## src/rtl/cdd_sector_tx.sv

```systemverilog
// CD drive sector transmitter: frames 1176-word sectors (optional 12-byte sync
// header) from a word source and presents them as CD_D / CD_CK word strobes.
module cdd_sector_tx (
    input  logic        CLK,
    input  logic        RST,
    input  logic        CE_2X,
    input  logic        SPD,
    input  logic        START,
    input  logic        MODE,
    input  logic [15:0] SRC_D,
    input  logic        SRC_VALID,
    output logic        SRC_READY,
    output logic [15:0] CD_D,
    output logic        CD_CK,
    output logic        BUSY,
    output logic        SECT_DONE,
    output logic [15:0] SECT_CNT,
    output logic        UNDERRUN,
    input  logic        UR_CLR
);

    localparam logic [10:0] LAST_WIDX = 11'd1175;
    localparam logic [10:0] SYNC_LAST = 11'd5;

    typedef enum logic [1:0] {IDLE, SYNC, PAYLOAD} state_t;

    state_t      state;
    state_t      state_next;
    logic        div;
    logic [10:0] widx;
    logic        tick;
    logic        emit;
    logic        sector_end;
    logic [15:0] word;
    logic        ck_p1;
    logic        ck_p2;

    assign tick       = CE_2X & (SPD | div);
    assign sector_end = emit && (widx == LAST_WIDX);
    assign BUSY       = (state != IDLE);

    always_ff @(posedge CLK or posedge RST) begin
        if (RST) begin
            state <= IDLE;
        end else begin
            state <= state_next;
        end
    end

    // MODE is captured only by the choice of SYNC vs PAYLOAD when a sector begins.
    always_comb begin
        state_next = state;
        emit       = 1'b0;
        SRC_READY  = 1'b0;
        word       = 16'h0000;
        case (state)
            IDLE: begin
                if (tick && START) begin
                    state_next = MODE ? SYNC : PAYLOAD;
                end
            end
            SYNC: begin
                if (tick) begin
                    emit = 1'b1;
                    case (widx)
                        11'd0:     word = 16'hFF00;
                        SYNC_LAST: word = 16'h00FF;
                        default:   word = 16'hFFFF;
                    endcase
                    if (widx == SYNC_LAST) begin
                        state_next = PAYLOAD;
                    end
                end
            end
            PAYLOAD: begin
                if (tick) begin
                    emit      = 1'b1;
                    SRC_READY = 1'b1;
                    word      = SRC_VALID ? SRC_D : 16'h0000;
                    if (widx == LAST_WIDX) begin
                        if (!START) begin
                            state_next = IDLE;
                        end else begin
                            state_next = MODE ? SYNC : PAYLOAD;
                        end
                    end
                end
            end
            default: state_next = IDLE;
        endcase
    end

    // CD_D may only return to zero once the last word's CD_CK pulse has finished.
    always_ff @(posedge CLK or posedge RST) begin
        if (RST) begin
            div       <= 1'b0;
            widx      <= 11'd0;
            CD_D      <= 16'h0000;
            ck_p1     <= 1'b0;
            ck_p2     <= 1'b0;
            CD_CK     <= 1'b0;
            SECT_DONE <= 1'b0;
            SECT_CNT  <= 16'h0000;
            UNDERRUN  <= 1'b0;
        end else begin
            if (CE_2X) begin
                div <= ~div;
            end
            if (emit) begin
                CD_D <= word;
                widx <= sector_end ? 11'd0 : widx + 11'd1;
            end else if (state == IDLE && !ck_p1 && !CD_CK) begin
                CD_D <= 16'h0000;
            end
            ck_p1     <= emit;
            ck_p2     <= ck_p1;
            CD_CK     <= ck_p1 | ck_p2;
            SECT_DONE <= sector_end;
            if (sector_end) begin
                SECT_CNT <= SECT_CNT + 16'd1;
            end
            if (SRC_READY && !SRC_VALID) begin
                UNDERRUN <= 1'b1;
            end else if (UR_CLR) begin
                UNDERRUN <= 1'b0;
            end
        end
    end

endmodule

```

## config.mk

```make
export PLATFORM = sky130hd
export DESIGN_NAME = cdd_sector_tx
export DESIGN_NICKNAME = d
export VERILOG_FILES = /design/src/rtl/cdd_sector_tx.sv
export SDC_FILE = /design/constraint.sdc
export NUM_CORES = 1
export LEC_CHECK = 0
export BUFFER_PORTS_ARGS = -buffer_cell sky130_fd_sc_hd__buf_2
export CORE_UTILIZATION = 53
export DETAILED_ROUTE_END_ITERATION = 12
export PLACE_DENSITY_LB_ADDON = 0.2
export SLEW_MARGIN = 20
export SYNTH_ARGS = -nofsm -noshare
export SYNTH_HDL_FRONTEND = slang
export SYNTH_SLANG_ARGS = --single-unit
```

## constraint.sdc

```tcl
create_clock -name CLK -period 6.49 [get_ports CLK]
set_clock_uncertainty 0.05 [all_clocks]
set_input_delay 0.649 -clock CLK [delete_from_list [all_inputs] [get_ports CLK]]
set_output_delay 0.649 -clock CLK [all_outputs]
set_load 0.005 [all_outputs]
```

==> Yosys cells after proc, flatten, opt, wreduce, memory -nomap -nowiden <==
Cells that the tools add are included.
{ "word_totals": {"ff_bits": 51, "in_bits": 24, "output_inout_bits": 37, "elab_cells": 61} }
{ "op_classes": {"add_sub_neg": 2, "eq_ne": 9, "n_mux": 21, "bitwise": 4, "n_reduce_logical": 15} }
{ "op_table": {"columns": ["cell", "n"], "rows": [
  ["2-to-1 mux 16 bit", 5],
  ["one-hot mux 16 bit (2 select lines)", 2],
  ["adder 16 x 1 -> 16 bit (second input constant)", 1],
  ["2-to-1 mux 2 bit", 7],
  ["adder 11 x 1 -> 11 bit (second input constant)", 1],
  ["equality test 11 bit (second input constant)", 1],
  ["equality test 11 x 3 -> 1 bit (second input constant)", 1],
  ["logical NOT 11 bit", 1],
  ["2-to-1 mux 11 bit", 1],
  ["!= test 2 bit (second input constant)", 5],
  ["one-hot mux 2 bit (3 select lines)", 1],
  ["nonzero test 2 bit", 3],
  ["logical AND 1 bit", 5],
  ["2-to-1 mux 1 bit", 5],
  ["AND reduction 5 bit", 1],
  ["logical NOT 1 bit", 3],
  ["equality test 2 x 1 -> 1 bit (second input constant)", 1],
  ["equality test 2 bit (second input constant)", 1],
  ["logical NOT 2 bit", 1],
  ["OR 1 bit", 2],
  ["OR reduction 2 bit", 1],
  ["AND 1 bit", 1],
  ["inverter 1 bit", 1]
]} }

==> Depth between registers and ports, before layout <==
{ "depth": {"ltp_word": 6, "mapped_depth": 8} }

==> Worst setup path before layout <==
OpenSTA, ideal clock, no wires.
{ "synth_timing": {"path_kind": "register to register", "start": "reg widx[5]", "end": "reg SECT_CNT[1]", "t_arrival_ns": 2.120, "t_required_ns": 6.315, "slack_ns": 4.196, "stages_incl_launch_ff": 6, "n_path_buf": 1, "synth_period_minus_slack_ns": 2.294, "cell_sequence": "dfrtp_1 > or4_1 > or4_1 > buf_2 > nor2_2 > mux2_2"} }
{ "synth_via": {"elab_chain_cells": 2} }
{ "synth_lines": {"columns": ["element", "line", "rtl"], "rows": [
  ["from (decl)", "30", "logic [10:0] widx;"],
  ["from (signal assigned)", "111", "widx <= sector_end ? 11'd0 : widx + 11'd1;"],
  ["equality test 11 bit", "39", "assign sector_end = emit && (widx == LAST_WIDX);"],
  ["logical AND 1 bit", "39", null],
  ["named net sector_end", "33", "logic sector_end;"],
  ["to (signal assigned)", "120", "SECT_CNT <= SECT_CNT + 16'd1;"],
  ["to (decl)", "17", "output logic [15:0] SECT_CNT,"]
]} }
The timed path passes the listed nets, and every way through them passes these cells.
A chain may end at the register's enable or synchronous reset.

==> Worst setup path in the final report <==
Ends and elaborated chain as after synthesis.

==> summary.txt <==
Power
  – P_leak: 1.48 nW
  – Peak VDD IR: 147 uV
  – Pwr per Cell Area: between 300 and 400 nW/um^2

Placement
  – Placed cell count: between 300 and 400
  – GP Congestion: ~0.79
  – Port Buffer Count: 60
  – Final HPWL DP: between 3000 and 4000 um

GRT
  – Initial antenna violation count: 0
  – Largest net degree at the start of global routing: 52
  – Vias in the first global route: 1802
  – Global route overflow: 0
  – First-pass GRT wire length: 8040 um
  – GRT Util Overall: between 20% and 30%

Run status
  – Outcome: finished, final reports clean

Timing
  – RSZ-0062 raised after global routing: false
  – Final period utilization: between 40% and 50%
  – Hold Violations, Final: 0
  – Final Max Tran Viols: 0
  – Slew @ Worst Pin: between 800 and 900 ps
  – Setup TNS: 0 ps
  – Max Fclk: 370 MHz
  – Final Critical Period: 2700 ps
  – Finish-stage setup viols: 0
  – Slew headroom: a little over two fifths

Logic synthesis
  – Synth Cell Area: about 2400 sq um
  – Seq/Total Area, Yosys: 52.8%
  – Netlist cell types: 39
  – FF+latch count, synth: 51
  – Post-synth top flop: dfrtp_1
  – Ys Warns: 0
  – Mapped Cells: about 220
  – Syn_area_per_cell: approximately 11 sq um
  – Synthesized Nets: ~250
  – Synth async-reset ratio: 100%
  – EDFF count, synth: 0

Critical path
  – CP Depth: 4
  – Most Frequent Cell on Critical Path: or4_1
  – Crit Path Category: flip-flop to flip-flop
  – Cells along the critical path: or4_1, or4_1, nor2_2, mux2_2
  – Worst EP required: around 6600 ps
  – Crit. Startpoint: widx[5]$_DFFE_PP0P_
  – Worst path top cell family by delay: simple AND/OR/NAND/NOR gates
  – Largest fanout on the critical path: 13
  – Worst r2r src: widx[5]$_DFFE_PP0P_
  – Worst Setup End Kind: flip-flop
  – Crit path largest cell delay: slightly above 800 ps
  – Data arrival time of the worst path: around 2900 ps
  – RR Endpoint: SECT_CNT[1]$_DFFE_PP0N_
  – FF-to-FF path depth: 4
  – CP Capture Point: SECT_CNT[1]$_DFFE_PP0N_
  – R2R Setup Slk: roughly 3800 ps
  – CP Buf/Inv Count: 0
  – Slowest cell on crit path: or4_1
  – CP Launch Type: flip-flop

Cells and area
  – Commonest cells after routing, fill and taps aside: 60 x buf_2, 51 x dfrtp_1, 17 x nand2_1
  – Layout cells sized above 1: between 20 and 30%
  – Fillcell total: roughly 370
  – Commonest non-fill, non-tap cell in the layout: buf_2
  – Area Growth Syn to Fin: 17.8%
  – Final Instance Count excl. Fillers: approximately 330
  – # diodes: 0
  – Register area: between 1000 and 1500 sq um
  – Multi-input gate area: approximately 1000 sq um
  – Fin nets: between 300 and 400

Worst hold path
  – Worst Hold Class: flip-flop to flip-flop

Floorplan
  – Die width: 69.5 um
  – IO Count: 61
  – Row count: 24
  – Starting Density: between 50% and 60%
  – Die ar.: approximately 4800 sq um
  – Core box area: between 4000 and 5000 sq um
  – Die Ht: roughly 70 um

Detailed routing
  – DR pass1 iterations: 4
  – Starting DRT DRC Count: 102
  – DR vias: between 1500 and 2000
  – Wire per inst: about 14 um
  – Post-Route WL: 4670 um
  – # DRC: 0
  – Number of vias per cell: around 5.6
  – Antenna-violating nets left: 0

Clock network
  – Worst skew pair latency: 310 ps
  – TritonCTS Sinks: 51
  – Clk Tree Root Cell: clkbuf_8
  – TritonCTS clock tree: done
  – Post-cts gate resize count: 0
  – Reg clk slew, reported paths: 100 ps
  – Setup Fix Bufs, Post-CTS: 0
  – Hold buffers post-CTS: 0
  – H-tree levels: 2
  – CTS Buffer Depth: 2
  – CTS buffer count: 5

Run
  – Max cap viols: 0
-- power breakdown --
part | internal (mW) | switching (mW) | leakage (nW)
clock network | 0.0795 | 0.111 | 0.0491
registers | 0.385 | 0.0526 | 0.673
logic | 0.122 | 0.158 | 0.762
-- routing by layer --
metal  part of all wire (%)  global-route usage (%)
met3                    5.2                    3.92
met5                      0                       0
met1                     47                    27.6
met4                    1.2                    7.48
met2                     46                    33.8
-- synthesized netlist by cell type, types with 2 or more instances --
master / number / area, sq um
nor4_1: 6 / 37.5
nor2_1: 8 / 30.0
ha_1: 8 / 100
or4_1: 2 / 15.0
nor4_4: 2 / 42.5
mux2i_1: 2 / 20.0
or4bb_1: 2 / 22.5
a21boi_0: 8 / 60.1
dfrtp_1: 51 / 1280
clkbuf_1: 6 / 22.5
inv_1: 14 / 52.6
and4_1: 2 / 17.5
a21oi_1: 3 / 15.0
o22ai_1: 2 / 12.5
nand4_1: 4 / 25.0
nand3_1: 14 / 70.1
o21ai_0: 10 / 50.1
nor3_1: 8 / 40.0
a221o_1: 8 / 80.1
xor2_1: 11 / 96.3
and3_1: 4 / 25.0
xnor2_1: 13 / 114
nand2_1: 17 / 63.8
o211ai_1: 2 / 15.0
-- worst min path at each step --
stage,startpoint,to,depth (start not counted)
2_1_floorplan,ck_p1$_DFF_PP0_,ck_p2$_DFF_PP0_,0
3_3_place_gp,ck_p1$_DFF_PP0_,ck_p2$_DFF_PP0_,0
3_5_place_dp,ck_p1$_DFF_PP0_,ck_p2$_DFF_PP0_,0
4_1_cts,ck_p1$_DFF_PP0_,ck_p2$_DFF_PP0_,0
5_1_grt,ck_p1$_DFF_PP0_,ck_p2$_DFF_PP0_,0
6_report,ck_p1$_DFF_PP0_,ck_p2$_DFF_PP0_,0
-- state kept, by name (all words and copies together) (netlist names) --
register	flops
state	2
CD_CK	1
SECT_CNT	16
ck_p2	1
UNDERRUN	1
CD_D	16
widx	11
SECT_DONE	1
div	1
ck_p1	1
-- kinds of logic (layout without fill, tap and decap cells) --
group	after synthesis	count (layout)	share of synthesized area, %
simple gates	74	74	17.5
flops	51	51	52.8
compound gates	38	38	11.5
xor+xnor	24	24	8.70
buf+inv	24	84	4.09
fa+ha+maj	8	8	4.14
mux	3	3	1.29
-- worst register-to-register path: cells and delay by family (launching register included) --
family / cells / cell delay, ps
muxes: 1 / 370
and+or+nand+nor: 3 / 1730
DFF: 1 / 440
-- cell type report --
| class | count | area share [%] |
|---|---|---|
| sequential | 51 | 44.8 |
| timing repair buffer | 61 | 10.8 |
| clock buffer | 5 | 2.42 |
| multi-input combinational | 147 | 36.7 |
| clock inverter | 3 | 0.923 |
| tap | 52 | 2.28 |
| inverter | 15 | 2.02 |
-- metrics by stage --
step / setup slack, ps / power (mW) / hold slack, ps / area [sq um] / utilization (%)
floorplan: 4200 / 0.622 / 317 / 2420 / -
global placement: 3730 / 0.713 / 340 / 2750 / 63.1
detailed placement: 3650 / 0.722 / 338 / 2750 / 63.1
CTS: 3690 / 0.912 / 363 / 2840 / 65.3
global route: 3690 / 0.968 / 374 / 2850 / 65.4
finish: 3790 / 0.908 / 361 / 2850 / 65.4
(Power assumes the default switching activity.)
